[config.mk]
export PLATFORM = sky130hd
export DESIGN_NAME = shift_seq
export DESIGN_NICKNAME = d
export VERILOG_FILES = /design/src/rtl/shift_pkg.sv /design/src/rtl/shift_step.sv /design/src/rtl/shift_seq.sv
export SDC_FILE = /design/constraint.sdc
export NUM_CORES = 1
export LEC_CHECK = 0
export CAP_MARGIN = 20
export CORE_UTILIZATION = 58
export DETAILED_ROUTE_END_ITERATION = 6
export PLACE_DENSITY_LB_ADDON = 0.08
export SYNTH_ARGS = -nofsm -noshare
export SYNTH_HDL_FRONTEND = slang
export SYNTH_HIERARCHICAL = 1
export SYNTH_SLANG_ARGS = --single-unit
[constraint.sdc]
create_clock -name clk -period 3.9 [get_ports clk]
set_input_delay 0.585 -clock clk [delete_from_list [all_inputs] [get_ports clk]]
set_output_delay 0.585 -clock clk [all_outputs]
set_load 0.005 [all_outputs]
[src/rtl/shift_pkg.sv]
// -----------------------------------------------------------------------------
// shift_pkg
// Shared definitions for the multi-cycle shift sequencer:
//   - shift mode encodings carried on the 2-bit ctrl bus
//   - sequencer state encoding
//   - a small helper that tells whether a mode modifies the operand
// -----------------------------------------------------------------------------
package shift_pkg;

  // Shift modes on the ctrl bus
  localparam logic [1:0] SH_SLL  = 2'b00;
  localparam logic [1:0] SH_SRL  = 2'b01;
  localparam logic [1:0] SH_SRA  = 2'b11;
  localparam logic [1:0] SH_PASS = 2'b10;

  // Sequencer states
  typedef enum logic [1:0] {
    ST_IDLE  = 2'b00,
    ST_SHIFT = 2'b01,
    ST_DONE  = 2'b10
  } state_e;

  // True for every mode that actually moves bits
  function automatic logic mode_moves(input logic [1:0] mode);
    logic moves;
    case (mode)
      SH_SLL:  moves = 1'b1;
      SH_SRL:  moves = 1'b1;
      SH_SRA:  moves = 1'b1;
      default: moves = 1'b0;
    endcase
    return moves;
  endfunction

endpackage

[src/rtl/shift_step.sv]
// -----------------------------------------------------------------------------
// shift_step
// One stage of the barrel shifter: shifts the operand by 2^idx_i in the given
// mode, or passes it through unchanged when en_i is low or mode is SH_PASS.
// Purely combinational.
// Ports:
//   data_i  [WIDTH]    operand
//   mode_i  [2]        shift mode (SH_SLL / SH_SRL / SH_SRA / SH_PASS)
//   idx_i   [SHAMT_W]  stage index; shift distance is 2^idx_i
//   en_i    [1]        stage enable (the corresponding shamt bit)
//   data_o  [WIDTH]    stage result
// -----------------------------------------------------------------------------
module shift_step
  import shift_pkg::*;
#(
  parameter int WIDTH   = 32,
  parameter int SHAMT_W = 5
) (
  input  logic [WIDTH-1:0]   data_i,
  input  logic [1:0]         mode_i,
  input  logic [SHAMT_W-1:0] idx_i,
  input  logic               en_i,
  output logic [WIDTH-1:0]   data_o
);

  // Distance 2^idx; idx never exceeds SHAMT_W-1 so the value fits SHAMT_W bits.
  logic [SHAMT_W-1:0] dist_s;

  // Stage shift selected by mode; SRA replicates the current top bit.
  always_comb begin
    dist_s = SHAMT_W'(1) << idx_i;
    data_o = data_i;
    if (en_i && mode_moves(mode_i)) begin
      case (mode_i)
        SH_SLL:  data_o = data_i << dist_s;
        SH_SRL:  data_o = data_i >> dist_s;
        SH_SRA:  data_o = $signed(data_i) >>> dist_s;
        default: data_o = data_i;
      endcase
    end else begin
      data_o = data_i;
    end
  end

endmodule

[src/rtl/shift_seq.sv]
// -----------------------------------------------------------------------------
// shift_seq
// Multi-cycle sequencer around a single shift_step stage. A request latches
// operand, amount and mode, then applies the 16/8/4/2/1 stages one per clock
// (most significant shamt bit first). Latency is fixed at SHAMT_W+1 cycles
// from acceptance to the done pulse, independent of shamt and mode.
// Ports:
//   clk    [1]        clock, rising edge
//   rst    [1]        asynchronous active-high reset
//   start  [1]        request strobe, accepted when start && ready && !flush
//   ready  [1]        idle or done; a request can be accepted
//   ctrl   [2]        mode: 00 SLL, 01 SRL, 11 SRA, 10 pass-through
//   shamt  [SHAMT_W]  shift amount
//   din    [WIDTH]    operand
//   flush  [1]        abort in-flight operation / block acceptance
//   busy   [1]        shifting
//   done   [1]        one-cycle pulse, dout valid
//   dout   [WIDTH]    result register, held until the next completion
// -----------------------------------------------------------------------------
module shift_seq
  import shift_pkg::*;
#(
  parameter int WIDTH   = 32,
  parameter int SHAMT_W = 5
) (
  input  logic               clk,
  input  logic               rst,
  input  logic               start,
  output logic               ready,
  input  logic [1:0]         ctrl,
  input  logic [SHAMT_W-1:0] shamt,
  input  logic [WIDTH-1:0]   din,
  input  logic               flush,
  output logic               busy,
  output logic               done,
  output logic [WIDTH-1:0]   dout
);

  state_e             state_q, state_d;
  logic [WIDTH-1:0]   acc_q, acc_d;
  logic [SHAMT_W-1:0] shamt_q, shamt_d;
  logic [1:0]         ctrl_q, ctrl_d;
  logic [SHAMT_W-1:0] cnt_q, cnt_d;
  logic [WIDTH-1:0]   dout_q, dout_d;

  logic [WIDTH-1:0]   step_out_s;
  logic               accept_s;

  // The one shared stage, indexed by the down-counter.
  shift_step #(
    .WIDTH   (WIDTH),
    .SHAMT_W (SHAMT_W)
  ) u_step (
    .data_i (acc_q),
    .mode_i (ctrl_q),
    .idx_i  (cnt_q),
    .en_i   (shamt_q[cnt_q]),
    .data_o (step_out_s)
  );

  // Status outputs decode only from the state register.
  assign ready = (state_q == ST_IDLE) || (state_q == ST_DONE);
  assign busy  = (state_q == ST_SHIFT);
  assign done  = (state_q == ST_DONE);
  assign dout  = dout_q;

  // Acceptance needs no flush; start while shifting is simply not seen.
  assign accept_s = start && !flush && ready;

  // Next-state, datapath and result update.
  always_comb begin
    state_d = state_q;
    acc_d   = acc_q;
    shamt_d = shamt_q;
    ctrl_d  = ctrl_q;
    cnt_d   = cnt_q;
    dout_d  = dout_q;
    case (state_q)
      ST_IDLE, ST_DONE: begin
        if (accept_s) begin
          acc_d   = din;
          shamt_d = shamt;
          ctrl_d  = ctrl;
          cnt_d   = SHAMT_W'(SHAMT_W - 1);
          state_d = ST_SHIFT;
        end else begin
          state_d = ST_IDLE;
        end
      end
      ST_SHIFT: begin
        if (flush) begin
          // Abort: result register keeps the last completed value.
          state_d = ST_IDLE;
        end else if (cnt_q == '0) begin
          acc_d   = step_out_s;
          dout_d  = step_out_s;
          state_d = ST_DONE;
        end else begin
          acc_d   = step_out_s;
          cnt_d   = cnt_q - SHAMT_W'(1);
          state_d = ST_SHIFT;
        end
      end
      default: begin
        state_d = ST_IDLE;
      end
    endcase
  end

  // State and datapath registers with asynchronous reset.
  always_ff @(posedge clk or posedge rst) begin
    if (rst) begin
      state_q <= ST_IDLE;
      acc_q   <= '0;
      shamt_q <= '0;
      ctrl_q  <= SH_SLL;
      cnt_q   <= '0;
      dout_q  <= '0;
    end else begin
      state_q <= state_d;
      acc_q   <= acc_d;
      shamt_q <= shamt_d;
      ctrl_q  <= ctrl_d;
      cnt_q   <= cnt_d;
      dout_q  <= dout_d;
    end
  end

endmodule

**Yosys cells after proc, flatten, opt, wreduce, memory -nomap -nowiden**

Index checks and enable logic that the tools add are counted.

- Output and inout bits: 35
- Word-level logic and storage cells: 51
- Flip-flop bits (word level): 78

- $add $sub $neg: 1
- Eq/ne operators: 7
- Shifts and indexed selects: 4
- Bitwise gates (word level): 1
- Reductions and logical operators: 15
- Muxes and demuxes: 16
- Magnitude comparators: 1

Operators with widths:

| kind | count |
|---|---|
| $mux 32 | 3 |
| $pmux 32 s3 | 1 |
| $pmux 32 s2 | 1 |
| $shl 32x5->32 | 1 |
| $shr 32x5->32 | 1 |
| $sshr 32x5->32 | 1 |
| $mux 5 | 3 |
| $pmux 5 s2 | 1 |
| $ne 2x2->1 const B | 3 |
| $reduce_and 3->1 | 2 |
| $logic_not 5->1 | 1 |
| $lt 5x4->1 const B | 1 |
| $shl 1x5->5 const A | 1 |
| $sub 5x1->5 const B | 1 |
| $eq 2x1->1 const B | 2 |
| $eq 2x2->1 const B | 2 |
| $logic_not 2->1 | 2 |
| $mux 2 | 2 |
| $pmux 2 s2 | 1 |
| $reduce_and 4->1 | 1 |
| $bmux 1 s3 | 1 |
| $logic_and 1x1->1 | 3 |
| $mux 1 | 3 |
| $reduce_or 3->1 | 1 |
| other kinds (6) | 6 |

**Logic depth before layout (Yosys ltp)**

Gate-level depths: netlist (run 1).

- Depth after elaboration: 7
- Depth in mapped cells: 13
- Mapped depth without buffers: 12

**Cells and area by module**

The synthesis (run 1) kept the hierarchy.

Modules (own cells, without submodules):

| module | cells an instance | times used | area each (um^2) |
|---|---|---|---|
| shift_step | 580 | 1 | 3594.7 |
| shift_seq | 267 | 1 | 3464.6 |

**Worst setup path before layout (run 1)**

Ideal clock, no wire load.

- Path kind: reg2reg
- Start: reg cnt_q[2]
- End: reg dout_q[0] (netlist: dout[0])
- Data arrival time: 2.599 ns
- Path buffers: 3
- Setup slack: 1.177 ns
- Stages on the path, launching flop included: 13
- Clock period less this slack: 2.723 ns
- Data required time: 3.775 ns
- Cells stage by stage: dfrtp_1 buf_6 mux2i_1 o22a_1 o22ai_1 inv_1 a21oi_1 clkbuf_1 clkbuf_1 o21ai_0 a22oi_1 o31ai_1 mux2_2

- Longest elaborated chain between the ends: 4
- Elaborated cells between the ends (all ways): 11
- Classes of those cells: shift: 4; mux: 4; reduce/logical: 3

RTL lines:

| element | line | RTL |
|---|---|---|
| start: declaration | shift_seq.sv:43 | `logic [SHAMT_W-1:0] cnt_q, cnt_d;` |
| start signal: assignment | shift_seq.sv:124 | `cnt_q <= cnt_d;` |
| $shl 1x5->5 or $bmux 1 s3 (tied branches) | shift_step.sv:31, shift_seq.sv:57 |  |
| $sshr 32x5->32 (tied with other cells) | shift_step.sv:37 | `SH_SRA: data_o = $signed(data_i) >>> dist_s;` |
| $pmux 32 s3 or $logic_and 1x1->1 (tied branches) | shift_step.sv:34, shift_step.sv:33 |  |
| $mux 32 (*) | shift_step.sv:33 | `if (en_i && mode_moves(mode_i)) begin` |
| named net step_out_s[0] | shift_seq.sv:46 | `logic [WIDTH-1:0] step_out_s;` |
| end signal: assignment | shift_seq.sv:125 | `dout_q <= dout_d;` |
| end: declaration | shift_seq.sv:44 | `logic [WIDTH-1:0] dout_q, dout_d;` |

The timed path passes the listed nets; every way through them passes the cells marked *. The select of a mux whose other input is x is not followed.
A chain may end at the register's enable or synchronous reset.

**Final worst setup path (run 1)**

- Start: reg cnt_q[3]
- End: reg acc_q[19]

- Longest elaborated chain between the ends: 6
- Elaborated cells between the ends (all ways): 8
- Classes of those cells: shift: 4; mux: 4

RTL lines:

| element | line | RTL |
|---|---|---|
| $shl 1x5->5 (*) | shift_step.sv:31 | `dist_s = SHAMT_W'(1) << idx_i;` |
| $sshr 32x5->32 (tied with other cells) | shift_step.sv:37 |  |
| $pmux 32 s3 (*) | shift_step.sv:34 | `case (mode_i)` |
| $mux 32 (*) | shift_step.sv:33 |  |
| named net step_out_s[19] | shift_seq.sv:46 |  |
| $mux 32 (*) | shift_seq.sv:91 | `if (flush) begin` |
| $pmux 32 s2 (*) | shift_seq.sv:78 | `case (state_q)` |
| end signal: assignment | shift_seq.sv:114 | `acc_q <= '0;` |
| end signal: assignment | shift_seq.sv:121 | `acc_q <= acc_d;` |
| end: declaration | shift_seq.sv:40 | `logic [WIDTH-1:0] acc_q, acc_d;` |

Marked as above.

==> flow_metrics.tcl, run 1 <==
set metrics [dict create \
    post_drt_wl_per_cell_um 28.6 \
    grt_pass1_vias 7428 \
    setup_tns_ns 0 \
    met3_usage_pct 20.2 \
    leakagePower_nw 3.31 \
    path_buf_inv 1 \
    worstMarginPinSlew_ns 0.902 \
    syn_nets 891 \
    area_growth_pct 15.7 \
    synth_area_per_cell_um2 8.33 \
    clkTransAtPathRegs_ns 0.07 \
    std_cell_rows 39 \
    grt_util_met1_pct 63.0 \
    hold_path.class "input pin to async pin" \
    final.min_clock_period_ns 3.52 \
    synth_edf_count 0 \
    die_width_um 112 \
    viasPerCell 7.67 \
    rsz0062_at_grt "no" \
    irDropWorstVdd_mv 0.596 \
    ys_warn_count 6 \
    postCtsHoldBufs 0 \
    maxCapViolCount 0 \
    drc 101 \
    ant_nets 0 \
    maxSlewHeadroom_pct 39.1 \
    ys_seq_area_share_pct 27.6 \
    worst_r2r_endpoint "acc_q[19]" \
    powerDensity_nw_per_um2 1130 \
    htree_levels 3 \
    p_int_mw 4.13 \
    dieArea_um2 12600 \
    dr.pass1.iters 7 \
    crit_family "compound AO/OA/AOI/OAI gates" \
    syn_inst 847 \
    clock_skew_ns 0.0120 \
    status "finished with violations" \
    clock_power_share_pct 8.7 \
    final_nets 933 \
    grt_antenna_before_repair 0 \
    drtIter0Drc 2283 \
    grt_pass1_wl_um 44700 \
    power.switching_mw 5.09 \
    crit_fanout 16 \
    gp_congestion 1.14 \
    synth_area_um2 7060 \
    wl_um 29700 \
    cts_resized 0 \
    met2_usage_pct 65.8 \
    seqPwrFrac_pct 22.3 \
    timing.rr.start "cnt_q[3]" \
    ios 78 \
    switching_share_pct 55.2 \
    crit_chain "buf_4 -> o41ai_1 -> o211ai_1 -> and3_1 -> nor3_1 -> o21ai_0 -> o21a_1 -> mux2i_1 -> a21oi_1" \
    clock-sinks 78 \
    violations "design-rule violations" \
    ys_ff_latch 78 \
    cts_tree "done" \
    cts_buffers 9 \
    path_class "flop to flop" \
    core-area_um2 11700 \
    vias 7958 \
    die_h_um 112 \
    cts_root_buf "clkbuf_16" \
    start_util_pct 60.5 \
    totalPowerFinal_mw 9.22 \
    regToRegSetupSlack_ns 0.38 \
    arrival_ns 3.72 \
    synth_cell_types 80 \
    dp_hpwl_um 20500 \
    finalSetupViolations 0 \
    synthArstFlopShare_pct 100 \
    cts_setup_buffers 0 \
    fin_crit_sh_pct 90.3 \
    yosys_most_used_dff "dfrtp_1" \
    hold_viol 0 \
    cp_slowest_stage_delay_ns 0.85 \
    pwr-share-comb_pct 68.9 \
    start_kind "flop" \
    critPathCaptureType "flop" \
    cp_slowest_cell "o41ai_1" \
    timing.fmax_ghz 0.284 \
    portBuffers 77 \
    worstPathRequired_ns 4.10 \
    clock_latency_ns 0.35 \
    layout-drive-gt1-share_pct 14.9 \
    gr-max-usage-layer "met2" \
    cts.path.max_buffers 2 \
    grtUsageTotal_pct 47.5 \
    grt_max_degree 67 \
    slew_violations 0 \
    grt_overflow 0 \
    rr_worst_depth 9 \
]
==> per-stage QoR <==
stage	area, um2	hold slack [ns]	util (%)	worst slack (ns)	instances
2_1_floorplan	7060	0.480	-	1.18	847
6_report	8170	0.445	70.0	0.378	1038
3_3_place_gp	7850	0.496	67.3	0.651	1020
4_1_cts	8140	0.519	69.8	0.636	1036
3_5_place_dp	7850	0.492	67.3	0.645	1020
5_1_grt	8160	0.451	70.0	0.419	1037
==> sequential cells by signal, summed over array words and instances (netlist names) <==
name	count
acc_q	32
cnt_q	5
ctrl_q	2
dout	32
shamt_q	5
state_q	2
==> routing by layer <==
layer | up-vias | share of wire [%]
met4 | 2 | 7.8
met5 | - | 0.12
met2 | 804 | 38
met1 | 3653 | 37
met3 | 237 | 17
li1 | 3262 | -
==> cells in the mapped netlist, types with 8 or more instances <==
library cell	number	share of area, %
inv_1	15	0.80
nand2_1	89	4.7
buf_2	28	2.0
a21oi_1	82	5.8
o22ai_1	17	1.5
mux2_2	18	2.9
buf_6	8	1.3
o211ai_1	13	1.4
mux2i_1	53	7.5
nor2b_1	8	0.71
clkbuf_1	36	1.9
dfrtp_1	78	28
a211oi_1	17	1.8
mux2_4	29	6.2
nand2b_1	11	0.97
o21ai_0	46	3.3
nor3_1	11	0.78
o221ai_1	8	0.99
nand3_1	16	1.1
nor2_1	91	4.8
a31oi_1	16	1.4
==> cells by family (layout without fill, tap and decap cells) <==
| group | count (synthesis) | after routing | synth area share [%] |
|---|---|---|---|
| compound gates | 301 | 301 | 28.7 |
| fa+ha+maj | 1 | 1 | 0.177 |
| buf+inv | 102 | 149 | 7.78 |
| flops | 78 | 78 | 27.6 |
| mux | 104 | 104 | 17.8 |
| other cells | 0 | 1 | 0 |
| simple gates | 261 | 261 | 17.9 |
==> power groups by stage <==
stage / combinational (mW) / sequential [mW] / clock, mW
2_1_floorplan: 4.22 / 1.49 / 0
4_1_cts: 5.93 / 1.98 / 0.818
6_report: 6.36 / 2.06 / 0.805
5_1_grt: 6.53 / 2.07 / 0.838
3_3_place_gp: 5.84 / 1.98 / 0
3_5_place_dp: 5.88 / 1.99 / 0
==> worst max path at each step <==
stage | start | endpoint | slack, ns | cells past startpoint
6_report | cnt_q[3] | acc_q[19] | 0.38 | 9
5_1_grt | cnt_q[3] | acc_q[19] | 0.42 | 9
3_5_place_dp | cnt_q[3] | dout[19] | 0.64 | 8
3_3_place_gp | cnt_q[3] | dout[19] | 0.65 | 8
2_1_floorplan | cnt_q[2] | dout[0] | 1.18 | 12
4_1_cts | cnt_q[3] | dout[19] | 0.64 | 8
==> final cells by class <==
type	count	area, um2
antenna	1	2.50
clock buffer	11	253
clock inverter	5	33.8
fill	939	3500
inverter	17	65.1
multi-input combinational	667	4580
sequential	78	1950
tap	143	179
timing repair buffer	116	1100
==> cells in the final DEF (no fill, tap or decap), types with 5 or more instances in the layout <==
cell,count
a22o_1,6
clkdlybuf4s50_1,77
nand2_1,89
a311oi_1,5
mux2i_1,53
a211oi_1,17
nand3_1,16
nor2_1,91
inv_1,14
clkbuf_16,9
nor2b_1,8
o21ai_0,45
a31oi_1,16
o211ai_1,13
mux2_4,29
nand2b_1,10
a21oi_1,80
dfrtp_1,77
o32ai_1,7
nor3_1,10
buf_4,37
o22ai_1,17
a211o_1,5
nor4_1,5
a22oi_1,7
o31ai_1,6
mux2_2,18
o221ai_1,8
o21ai_1,5
a221oi_1,7
==> worst register-to-register path, cell delays in order, from the launching register on <==
cell      delay (ns)
dfrtp_1         0.61
buf_4           0.30
o41ai_1         0.85
o211ai_1        0.50
and3_1          0.33
nor3_1          0.15
o21ai_0         0.22
o21a_1          0.20
mux2i_1         0.14
a21oi_1         0.08
Note: power is estimated with default switching activity, not from simulation.
==> inputs of run 2 (changes only) <==
--- a/config.mk
+++ b/config.mk
@@ -8,8 +8,11 @@
 export CAP_MARGIN = 20
 export CORE_UTILIZATION = 58
 export DETAILED_ROUTE_END_ITERATION = 6
+export MAX_ROUTING_LAYER = met4
 export PLACE_DENSITY_LB_ADDON = 0.08
+export SETUP_SLACK_MARGIN = 0.5
 export SYNTH_ARGS = -nofsm -noshare
 export SYNTH_HDL_FRONTEND = slang
 export SYNTH_HIERARCHICAL = 1
 export SYNTH_SLANG_ARGS = --single-unit
+export TNS_END_PERCENT = 100
==> flow_metrics.tcl, run 2 (synthesis gave the netlist of run 1 again) <==
set metrics [dict create \
    cp_common_cell "nor2_1" \
    powerDensity_nw_per_um2 1140 \
    leakagePower_nw 3.28 \
    layout-drive-gt1-share_pct 14.6 \
    grt_antenna_before_repair 0 \
    critPathCaptureType "flop" \
    clock-sinks 78 \
    dr.pass1.iters 7 \
    grt_pass1_vias 7497 \
    post_drt_wl_per_cell_um 28.7 \
    dp.cells 1016 \
    setup_tns_ns 0 \
    drtIter0Drc 2015 \
    std_cell_rows 39 \
    die_width_um 112 \
    layout.cells.non_filler 1032 \
    final_cell_mix "nor2_1, nand2_1, a21oi_1" \
    cp_slowest_cell "dfrtp_1" \
    crit_chain "buf_4 -> or3_1 -> nor2_1 -> nor2_1 -> a311oi_1 -> a2111oi_1 -> a211oi_1 -> mux2i_1 -> a21oi_1" \
    cts_tree "done" \
    portBuffers 77 \
    viasPerCell 7.78 \
    crit_fanout 16 \
    rsz0062_at_grt "no" \
    htree_levels 3 \
    path_class "flop to flop" \
    ios 78 \
    worstMarginPinSlew_ns 0.936 \
    final_nets 929 \
    start_kind "flop" \
    area_growth_pct 15.3 \
    grt_max_degree 67 \
    postCtsHoldBufs 0 \
    pre_cts_ws_ns 0.684 \
    cp_slowest_stage_delay_ns 0.62 \
    maxSlewHeadroom_pct 37.4 \
    cts_buffers 9 \
    cts_root_buf "clkbuf_16" \
    violations "design-rule violations" \
    grt_overflow 0 \
    wl_um 29700 \
    status "finished with violations" \
    arrival_ns 3.64 \
    die_h_um 112 \
    hold_path.class "flop to flop" \
    finalSetupViolations 0 \
    gp_congestion 1.14 \
    ant_nets 0 \
    holdWs_ns 0.514 \
    grtUsageTotal_pct 48.2 \
    fin_crit_sh_pct 86.4 \
    clock_skew_ns 0.00842 \
    drc 124 \
    antennaDiodeCount 0 \
    dp_hpwl_um 20000 \
    maxCapViolCount 0 \
    final.min_clock_period_ns 3.37 \
    core-area_um2 11700 \
    hold_viol 0 \
    totalPowerFinal_mw 9.25 \
    cts_setup_buffers 0 \
    setup_slack_ns 0.530 \
    start_util_pct 60.5 \
    cts.path.max_buffers 2 \
    slew_violations 0 \
    dieArea_um2 12600 \
    clkTransAtPathRegs_ns 0.06 \
    timing.fmax_ghz 0.297 \
    irDropWorstVdd_mv 0.551 \
    grt_pass1_wl_um 44500 \
    clock_latency_ns 0.34 \
    worstPathRequired_ns 4.17 \
    vias 8029 \
    fillerInstances 920 \
    final_common_cell "nor2_1" \
]
## run 2: changes by cell type in the layout (fill, tap and decap cells not counted), moves of 2 or more
cell and delta:
buf_4 -4, clkbuf_1 +2, clkbuf_8 -2, clkinvlp_4 -2, dfrtp_1 -2, dfrtp_2 +2
nor3_2 -2, nor3_4 +2
## run 2: layout make-up
type | instances | area, um2 | share of cell area [%]
Multi-Input combinational cell | 668 | 4620 | 56.7
Tap cell | 143 | 179 | 2.20
Clock buffer | 11 | 233 | 2.86
Timing Repair Buffer | 111 | 1040 | 12.8
Clock inverter | 4 | 48.8 | 0.600
Inverter | 17 | 65.1 | 0.800
Sequential cell | 78 | 1960 | 24.0
## run 2: metal layers
layer / part of all wire [%] / GRT usage (%) / routed length (um) / vias up
met5: 0 / - / 0 / -
met4: 8.3 / 24.4 / 2450 / 0
met3: 16 / 17.9 / 4670 / 262
met2: 39 / 64.8 / 11500 / 831
met1: 37 / 62.9 / 11000 / 3676
li1: - / - / - / 3260
## run 2: critical path, delay by kind of cell (launching register included)
kind	cells	cell delay [ns]
buffers and inverters	1	0.32
and+or+nand+nor	3	0.87
AOI/OAI and AO/OA	4	1.30
DFF	1	0.62
muxes	1	0.17
## run 2: stage by stage
step	utilization [%]	cell area [um2]
2_1_floorplan	-	7060
3_3_place_gp	67.1	7820
3_5_place_dp	67.1	7820
4_1_cts	69.5	8100
5_1_grt	69.8	8140
6_report	69.8	8140
## run 2: power breakdown
group / internal (mW) / leakage (nW) / total, mW / switching (mW)
Combinational: 2.48 / 2.24 / 6.35 / 3.87
Sequential: 1.17 / 0.901 / 2.06 / 0.889
Clock: 0.492 / 0.139 / 0.835 / 0.343
Total: 4.15 / 3.28 / 9.25 / 5.10
## run 2: what timing repair did
| action | 4_1_cts | 5_1_grt |
|---|---|---|
| setup endpoints to repair | 0 | 5 |
| resized for setup | 0 | 6 |
| hold endpoints to repair | 0 | 0 |
## run 2: worst paths after layout
check,end,slack [ns],from,cells past startpoint
setup / recovery,acc_q[9],0.53,cnt_q[2],9
hold / removal,dout[26],0.51,dout[26],1
max in group asynchronous,cnt_q[4],2.25,rst,3
setup reg to reg,acc_q[9],0.53,cnt_q[2],9
min in group asynchronous,dout[4],0.64,rst,2
hold reg to reg,dout[26],0.51,dout[26],1
